**src/rtl/pwm_output_stage.sv**
```systemverilog
// PWM output stage: prescaled 8-bit period counter with a duty shadow that reloads
// only at period wrap, driving 16 registered pins as low, high or PWM.
module pwm_output_stage #(
  parameter int unsigned PRESCALE = 13
) (
  input  logic        clk,
  input  logic        rst_n,
  input  logic [7:0]  en_reg_out_7_0,
  input  logic [7:0]  en_reg_out_15_8,
  input  logic [7:0]  en_reg_pwm_7_0,
  input  logic [7:0]  en_reg_pwm_15_8,
  input  logic [7:0]  pwm_duty_cycle,
  output logic [15:0] out,
  output logic        period_start
);

  localparam logic [7:0] PRE_LAST = 8'(PRESCALE - 1);

  logic [7:0]  pre_cnt;
  logic [7:0]  pwm_cnt;
  logic [7:0]  duty_sh;
  logic        tick;
  logic        wrap;
  logic        lvl;
  logic [15:0] en_out;
  logic [15:0] en_pwm;
  logic [15:0] out_nxt;

  assign en_out = {en_reg_out_15_8, en_reg_out_7_0};
  assign en_pwm = {en_reg_pwm_15_8, en_reg_pwm_7_0};

  assign tick = (pre_cnt == PRE_LAST);
  assign wrap = tick && (pwm_cnt == 8'hFF);

  // 0xFF is treated as 100% so the pin never drops for the pwm_cnt==255 slot
  always_comb begin
    lvl = 1'b0;
    if (duty_sh == 8'hFF) lvl = 1'b1;
    else                  lvl = (pwm_cnt < duty_sh);
  end

  always_comb begin
    out_nxt = en_out & (~en_pwm | {16{lvl}});
  end

  always_ff @(posedge clk) begin
    if (!rst_n) begin
      pre_cnt      <= '0;
      pwm_cnt      <= '0;
      duty_sh      <= '0;
      out          <= '0;
      period_start <= 1'b0;
    end else begin
      pre_cnt <= tick ? '0 : pre_cnt + 8'd1;
      if (tick) pwm_cnt <= pwm_cnt + 8'd1;
      if (wrap) duty_sh <= pwm_duty_cycle;
      period_start <= wrap;
      out          <= out_nxt;
    end
  end

endmodule
```
**config.mk**
```make
export PLATFORM = sky130hd
export DESIGN_NAME = pwm_output_stage
export DESIGN_NICKNAME = d
export VERILOG_FILES = /design/src/rtl/pwm_output_stage.sv
export SDC_FILE = /design/constraint.sdc
export NUM_CORES = 1
export LEC_CHECK = 0
export ABC_AREA = 0
export CORE_MARGIN = 2
export CORE_UTILIZATION = 40
export DETAILED_ROUTE_END_ITERATION = 16
export PLACE_DENSITY_LB_ADDON = 0.05
export REMOVE_ABC_BUFFERS = 1
export SYNTH_ARGS = -nofsm -noshare
export SYNTH_HDL_FRONTEND = slang
export SYNTH_SLANG_ARGS = --single-unit
```
**constraint.sdc**
```tcl
create_clock -name clk -period 3.4 [get_ports clk]
set_clock_uncertainty 0.15 [all_clocks]
set_input_delay 0.34 -clock clk [delete_from_list [all_inputs] [get_ports clk]]
set_output_delay 0.34 -clock clk [all_outputs]
set_load 0.01 [all_outputs]
```
# == Word-level counts from Yosys, hierarchy flattened ==
# Cells that the tools add are included.
# word_totals
latch_bits,0
memories,0
mem_bits_rw,0
romBits,0
regBits,41
wordCells,18
# classes
n_mux,1
add_sub_neg,2
n_eq_ne,3
n_shift,0
mul,0
n_bitwise,4
reduce_logical,2
n_div,0
order_cmp,1
# op_table
operator,count
adder 8 x 1 -> 8 bit (second input constant),2
AND 16 bit,1
equality test 8 bit (second input constant),2
NOT 16 bit,1
bitwise OR 16 bit,1
equality test 8 x 4 -> 1 bit (second input constant),1
less-than comparator 8 bit,1
OR reduction 2 bit,1
logical AND 1 bit,1
2-to-1 mux 1 bit,1
NOT 1 bit,1

# == Logic depth before layout (Yosys ltp) ==
# Gate-level depths: netlist of the first run.
# logic_depth
depth_word,4
depth_mapped,8
mapped_depth_nobuf,6

# == Worst setup path after synthesis of the first run ==
# Ideal clock, no wire load.
# synth_timing
kind,register to register
startpoint,register duty_sh[6]
endpoint,register out[10]
path_slack_ns,1.253
arrival_ns,1.869
period_less_slack_ns,2.147
required_time_ns,3.122
path_stages_with_launch,8
path_cell_list,dfxtp_1 > inv_1 > ha_1 > and4_1 > o21ai_0 > o32ai_1 > clkbuf_1 > a21oi_1
# synth_via
elab_chain_len,4
word_cells_on_any_way,5
# synth_rtl
item,line,rtl
start: declaration,21,logic [7:0] duty_sh;
start signal: assignment,56,if (wrap) duty_sh <= pwm_duty_cycle;
less-than comparator 8 bit / equality test 8 bit (equally long branches),"39, 38",
2-to-1 mux 1 bit (*),38,if (duty_sh == 8'hFF) lvl = 1'b1;
bitwise OR 16 bit (*),43,out_nxt = en_out & (~en_pwm | {16{lvl}});
AND 16 bit (*),43,
end signal: assignment,58,out <= out_nxt;
end: declaration,13,"output logic [15:0] out,"
# Mark *: on every way between the ends. The rest lies on a longest branch, timed or not.
# A chain may end at the register's enable or synchronous reset.

# == Worst setup path after layout of the first run ==
# layout_timing
startpoint,register pre_cnt[0]
endpoint,register duty_sh[7]
# layout_via
elab_chain_len,2
# layout_rtl
item,line,rtl
start: declaration,19,logic [7:0] pre_cnt;
start signal: assignment,54,pre_cnt <= tick ? '0 : pre_cnt + 8'd1;
equality test 8 x 4 -> 1 bit,32,assign tick = (pre_cnt == PRE_LAST);
logical AND 1 bit,33,assign wrap = tick && (pwm_cnt == 8'hFF);
# Every way passes these cells.

==> metrics.md, run 1 <==
| Metric | Value |
|---|---|
| Count of clock tree sinks | `41` |
| Number of endpoints with negative hold slack in the final report | `0` |
| Max Clock Freq | `403 MHz` |
| Total negative slack for setup checks | `0 ps` |
| Largest family of logic cells by synthesized area | `simple AND/OR/NAND/NOR gates` |
| Number of max-slew violations in the final report | `0` |
| Leading register cell type out of synthesis | `dfxtp_1` |
| Fraction of the mapped netlist area in compound gates | `11.2%` |
| Via count of the first global-routing pass | `1444` |
| Global-route wire length before repair | `6.39 mm` |
| Share of the yosys chip area belonging to registers | `46.5%` |
| Die footprint | `0.00496 mm2` |
| Worst-Margin Slew | `818 ps` |
| Multiplexer share of the synthesized area | `0%` |
| Top cells by area in the synthesized netlist | `dfxtp_1, ha_1, nand2_1, xor2_1, a21oi_1` |
| Critical R2R Capture | `duty_sh[7]$_SDFFE_PN0P_` |
| Die Wd | `70.4 um` |
| # nets final | `307` |
| Worst EP required | `3390 ps` |
| Core Region | `0.00429 mm2` |
| Clock Latency Late Sink | `290 ps` |
| HP Start | `duty_sh[0]$_SDFFE_PN0P_` |
| P_leak | `0.000967 uW` |
| Antenna-violating nets left | `0` |
| Fraction of layout cells with a size suffix above 1 | `6.64%` |
| Buffers inserted by post-CTS timing repair | `0` |
| Number of maximum-capacitance constraint violations | `0` |
| GR Util All Layers | `16.1%` |
| Share of synthesized cell area in full adder, half adder and majority cells | `7.09%` |
| Iteration-0 DRC Markers | `32` |
| Startpoint-to-endpoint class of the critical path | `flop to flop` |
| # port buffers | `58` |
| Total DRC errors in the routed layout | `0` |
| Fraction of synthesized cell area in xor and xnor cells | `6.45%` |
| Hold_buf cts | `0` |
| Length in cells of the worst reg-to-reg path | `5` |
| Number of diodes | `0` |
| Effective utilization at floorplan | `41.1%` |
| Number of cells upsized or downsized after cts | `0` |
| Routed via count divided by cell count | `4.75` |
| Worst hold path class | `flop to flop` |
| Final setup violating endpoints | `0` |
| Post-synthesis share of cell area spent on and, or, nand and nor gates | `23.2%` |
| Initial antenna violation count | `0` |
| Count of mapped cells out of synthesis | `196` |
| Placer's final routability congestion estimate | `0.740` |
| Relative slew slack | `45.0%` |
| Power per cell area | `363 mW/mm2` |
| Area share of the leading cell type in the synthesized netlist | `46.5%` |
| Arrival time of the worst setup path | `2470 ps` |
| Number of stages on the worst hold path | `2` |
| Launching element type of the critical path | `flop` |
| Final cycle utilization of the critical path | `73.0%` |
| Relative area change from synthesis to final layout | `39.5%` |
| End of the worst hold path | `duty_sh[0]$_SDFFE_PN0P_` |
| Critical path endpoint category | `flop` |
| Register bit total from synthesis | `41` |
| Post-layout instance count excluding filler cells | `308` |
| Number of library cell types mapped by synthesis | `32` |
| Setup repair after global routing missed its margin | `no` |
| Synth Cell Area | `0.00177 mm2` |
| Overall via count from detail_route | `1463` |
| Reg2reg start | `pre_cnt[0]$_SDFF_PP0_` |
| Outcome | `completed` |
| Placement Rows | `24` |
| Clock period minus final worst setup slack | `2480 ps` |
| Die height | `70.4 um` |
| Clock edge transition at the registers on the reported setup and hold paths | `80 ps` |
| Ys async rst share | `0%` |
| Congestion Overflow GR | `0` |
| Post-layout util | `57.4%` |
| Clock tree from TritonCTS | `built` |
| Post-Synthesis Mean Instance Area | `9.01 um2` |
| First-pass iteration count of the detailed router | `4` |
| Root Buffer Master | `clkbuf_8` |
| Synth warnings | `0` |
| Total clock buffers created by CTS | `5` |
| Most area-hungry cell type in the Yosys netlist | `dfxtp_1` |
| Half-perimeter wire length after placement | `2.77 mm` |
| Register-to-register setup slack | `920 ps` |
| CP max FO | `17` |
| H-tree depth | `2` |
| Overall routed net length | `3.68 mm` |
| IR drop worst, VDD | `203 uV` |
| Num ports | `59` |
| Dpl cells | `300` |
| Drt wl/cell | `11.9 um` |
| Pin count of the biggest net entering global routing | `33` |
| EDFF count, synth | `0` |
| Max Buffers Root-to-Sink | `2` |
routing by layer:
metal  global-route usage (%)  vias up  wire (um)
met5                        0        -          0
met4                     5.77        0         53
met2                     25.8       35       1700
met1                     19.4      645       1660
met3                     6.78        4        255
li1                         -      779          -
per-stage QoR:
stage / setup WS (ps) / hold WS (ps) / instance area [um2] / power [uW]
floorplan: 1020 / 277 / 1710 / 530
global placement: 985 / 307 / 2380 / 604
detailed placement: 887 / 318 / 2380 / 605
CTS: 883 / 328 / 2460 / 908
global route: 724 / 355 / 2460 / 939
finish: 917 / 326 / 2460 / 895
worst max-delay path, cell delays in order (launching register included):
cell     delay, ps
dfxtp_1        350
inv_1           60
ha_1           130
or4b_1         650
nor4_4         800
o21ai_0        200
sequential cells by signal (all words and copies together), names as in the netlist:
name          flops
duty_sh           8
out              16
period_start      1
pre_cnt           8
pwm_cnt           8
placed cells by master (no fill, tap or decap), drive strengths merged:
cell type / n
ha: 10
clkbuf: 6
nand3: 12
and4: 1
o21ai: 11
xnor2: 3
and3: 1
inv: 12
clkinv: 2
or4b: 1
nand2: 29
nor3: 2
and2: 10
a21oi: 17
nand3b: 1
buf: 2
dfxtp: 41
o32ai: 1
a21o: 1
nor2: 10
nand2b: 1
a41o: 1
nand4: 5
a2111oi: 1
a21boi: 1
nor4: 5
xor2: 10
clkdlybuf4s50: 58
o21a: 1
Yosys cell counts, types with 5 or more instances:
cell	number
ha_1	10
dfxtp_1	41
nand2_1	29
o21ai_0	8
nand4_1	5
and2_1	9
nand3_1	10
inv_1	12
xor2_1	10
clkbuf_1	5
a21oi_1	17
nor2_1	10
area by class of cell:
class / instances / area, um2
Sequential cell: 41 / 821
Clock buffer: 6 / 72.6
Inverter: 12 / 45.0
Fill cell: 405 / 1830
Tap cell: 52 / 65.1
Timing Repair Buffer: 60 / 596
Multi-Input combinational cell: 135 / 855
Clock inverter: 2 / 10.0
kinds of logic after synthesis:
kind of cell	after synthesis
simple gates	78
flops	41
compound gates	34
buf+inv	20
xor+xnor	13
fa+ha+maj	10
power by group:
part / internal (uW) / total (uW) / switching, uW
Sequential: 491 / 495 / 4.79
Clock: 142 / 303 / 160
Combinational: 63.0 / 97.0 / 34.0
Total: 696 / 895 / 199
worst max-delay path by stage:
| stage | end | slack [ps] | startpoint |
|---|---|---|---|
| 5_1_grt | duty_sh[6]$_SDFFE_PN0P_ | 720 | pre_cnt[0]$_SDFF_PP0_ |
| 3_5_place_dp | duty_sh[1]$_SDFFE_PN0P_ | 890 | pre_cnt[0]$_SDFF_PP0_ |
| 2_1_floorplan | out[0]$_SDFF_PN0_ | 1020 | duty_sh[6]$_SDFFE_PN0P_ |
| 6_report | duty_sh[7]$_SDFFE_PN0P_ | 920 | pre_cnt[0]$_SDFF_PP0_ |
| 3_3_place_gp | duty_sh[0]$_SDFFE_PN0P_ | 980 | pre_cnt[0]$_SDFF_PP0_ |
| 4_1_cts | duty_sh[1]$_SDFFE_PN0P_ | 880 | pre_cnt[0]$_SDFF_PP0_ |
No activity file was read; power rests on OpenSTA's default activity.
==> inputs of run 2 (changes only) <==
==> constraint.sdc (replaced) <==
create_clock -name clk -period 2.5 [get_ports clk]
set_clock_uncertainty 0.15 [all_clocks]
set_input_delay 0.25 -clock clk [delete_from_list [all_inputs] [get_ports clk]]
set_output_delay 0.25 -clock clk [all_outputs]
set_load 0.01 [all_outputs]
==> metrics.md, run 2 (synthesis results as in run 1) <==
| Metric | Value |
|---|---|
| Worst hold path class | `flop to flop` |
| Outcome | `completed` |
| Effective utilization at floorplan | `41.1%` |
| # port buffers | `58` |
| Overall routed net length | `3.66 mm` |
| Most frequent cells in the layout | `clkdlybuf4s50_1, dfxtp_1, nand2_1` |
| Register-to-register setup slack | `370 ps` |
| Length in cells of the worst reg-to-reg path | `7` |
| Number of diodes | `0` |
| Number of max-slew violations in the final report | `0` |
| Relative slew slack | `60.4%` |
| Die height | `70.4 um` |
| Clock Latency Late Sink | `280 ps` |
| Root Buffer Master | `clkbuf_8` |
| Post-layout util | `57.8%` |
| Critical R2R Capture | `duty_sh[1]$_SDFFE_PN0P_` |
| Initial antenna violation count | `0` |
| Cell with the biggest individual delay on the critical path | `or4b_1` |
| Startpoint-to-endpoint class of the critical path | `flop to flop` |
| Number of cells on the critical path | `7` |
| Placement Rows | `24` |
| Largest register by flop count | `out` |
| Max Clock Freq | `469 MHz` |
| Fraction of layout cells with a size suffix above 1 | `7.00%` |
| Total clock buffers created by CTS | `5` |
| First-pass iteration count of the detailed router | `4` |
| Pin count of the biggest net entering global routing | `26` |
| Reg2reg start | `pre_cnt[0]$_SDFF_PP0_` |
| CP max FO | `17` |
| Power per cell area | `495 mW/mm2` |
| Final Cell Area | `0.00248 mm2` |
| Arrival time of the worst setup path | `2190 ps` |
| Clock period minus final worst setup slack | `2130 ps` |
| Hold_buf cts | `0` |
| Count of clock tree sinks | `41` |
| Antenna-violating nets left | `0` |
| Congestion Overflow GR | `0` |
| P_leak | `0.000977 uW` |
| Number of maximum-capacitance constraint violations | `0` |
| Die footprint | `0.00496 mm2` |
| # nets final | `309` |
| Max Buffers Root-to-Sink | `2` |
| Critical path startpoint | `pre_cnt[0]$_SDFF_PP0_` |
| H-tree depth | `2` |
| Placer's final routability congestion estimate | `0.796` |
| Standard cell area after detailed placement | `0.00240 mm2` |
| Num ports | `59` |
| Number of cells upsized or downsized after cts | `0` |
| Global-route wire length before repair | `6.36 mm` |
| Sequence of cells on the critical path | `inv_1, ha_1, or4b_1, nor4_4, buf_4, nand3_1, o21ai_0` |
| Final setup violating endpoints | `0` |
| Drt wl/cell | `11.8 um` |
| Number of endpoints with negative hold slack in the final report | `0` |
| Critical path endpoint category | `flop` |
| Relative area change from synthesis to final layout | `40.6%` |
| CP delay by family, top | `simple AND/OR/NAND/NOR gates` |
| Overall via count from detail_route | `1497` |
| HP Start | `duty_sh[5]$_SDFFE_PN0P_` |
| Via count of the first global-routing pass | `1442` |
| Core Region | `0.00429 mm2` |
| GR Util All Layers | `16.1%` |
| Number of flip-flops under the largest register name | `16` |
| Clock edge transition at the registers on the reported setup and hold paths | `70 ps` |
| Delay of the slowest critical-path stage | `630 ps` |
| Total negative slack for setup checks | `0 ps` |
| Worst-Margin Slew | `579 ps` |
| Endpoint of the most critical setup path | `duty_sh[1]$_SDFFE_PN0P_` |
| Final cycle utilization of the critical path | `85.3%` |
| Buffers inserted by post-CTS timing repair | `0` |
| Iteration-0 DRC Markers | `35` |
| Clock tree from TritonCTS | `built` |
| Routed via count divided by cell count | `4.84` |
| Total DRC errors in the routed layout | `0` |
| Crit path buf inv count | `2` |
| Half-perimeter wire length after placement | `2.73 mm` |
| Die Wd | `70.4 um` |
| Setup repair after global routing missed its margin | `no` |
| Worst EP required | `2560 ps` |
| IR drop worst, VDD | `271 uV` |
| Most common cell after layout, fill and taps aside | `clkdlybuf4s50_1` |
| Launching element type of the critical path | `flop` |
==> run 2: changes by cell type in the layout (fill, tap and decap cells not counted), sizes merged <==
cell    before  now
clkbuf       6    7
clkinv       2    0
buf          2    4
==> run 2: metal layers <==
layer / up-vias / wire [um] / share of wire (%) / GRT usage [%]
li1: 783 / - / - / -
met2: 36 / 1710 / 47 / 25.9
met1: 673 / 1660 / 45 / 19.6
met3: 5 / 237 / 6.5 / 6.35
met4: 0 / 56 / 1.5 / 5.13
met5: - / 0 / 0 / 0
==> run 2: how the worst min path moves through the flow <==
stage / endpoint / slack (ps) / depth (start not counted)
after floorplan: out[0]$_SDFF_PN0_ / 190 / 1
after global placement: pre_cnt[0]$_SDFF_PP0_ / 310 / 1
after detailed placement: duty_sh[5]$_SDFFE_PN0P_ / 330 / 2
after CTS: out[1]$_SDFF_PN0_ / 320 / 3
after global routing: out[7]$_SDFF_PN0_ / 340 / 3
final: duty_sh[5]$_SDFFE_PN0P_ / 330 / 2
==> run 2: final cells by class <==
type                       instances  area [um2]
fill                             405        1810
tap                               52        65.1
sequential                        41         821
clock buffer                       7        86.3
multi-input combinational        135         855
inverter                          12        45.0
timing repair buffer              62         611
==> run 2: worst min-delay path, stage by stage (launching register included) <==
cell	delay (ps)
dfxtp_1	330
nand2_1	50
o21ai_0	60
==> run 2: per-stage QoR <==
stage | instances | total power [uW] | hold WS (ps) | worst slack [ps]
final | 309 | 1230 | 333 | 367
after global routing | 309 | 1290 | 339 | 214
after CTS | 309 | 1250 | 321 | 342
after detailed placement | 302 | 823 | 326 | 339
after global placement | 302 | 822 | 305 | 411
after floorplan | 188 | 720 | 187 | 118
==> run 2: where the power goes <==
group / switching (uW) / internal, uW / total [uW]
combinational: 46.0 / 86.6 / 133
clock: 204 / 219 / 423
sequential: 6.84 / 667 / 674
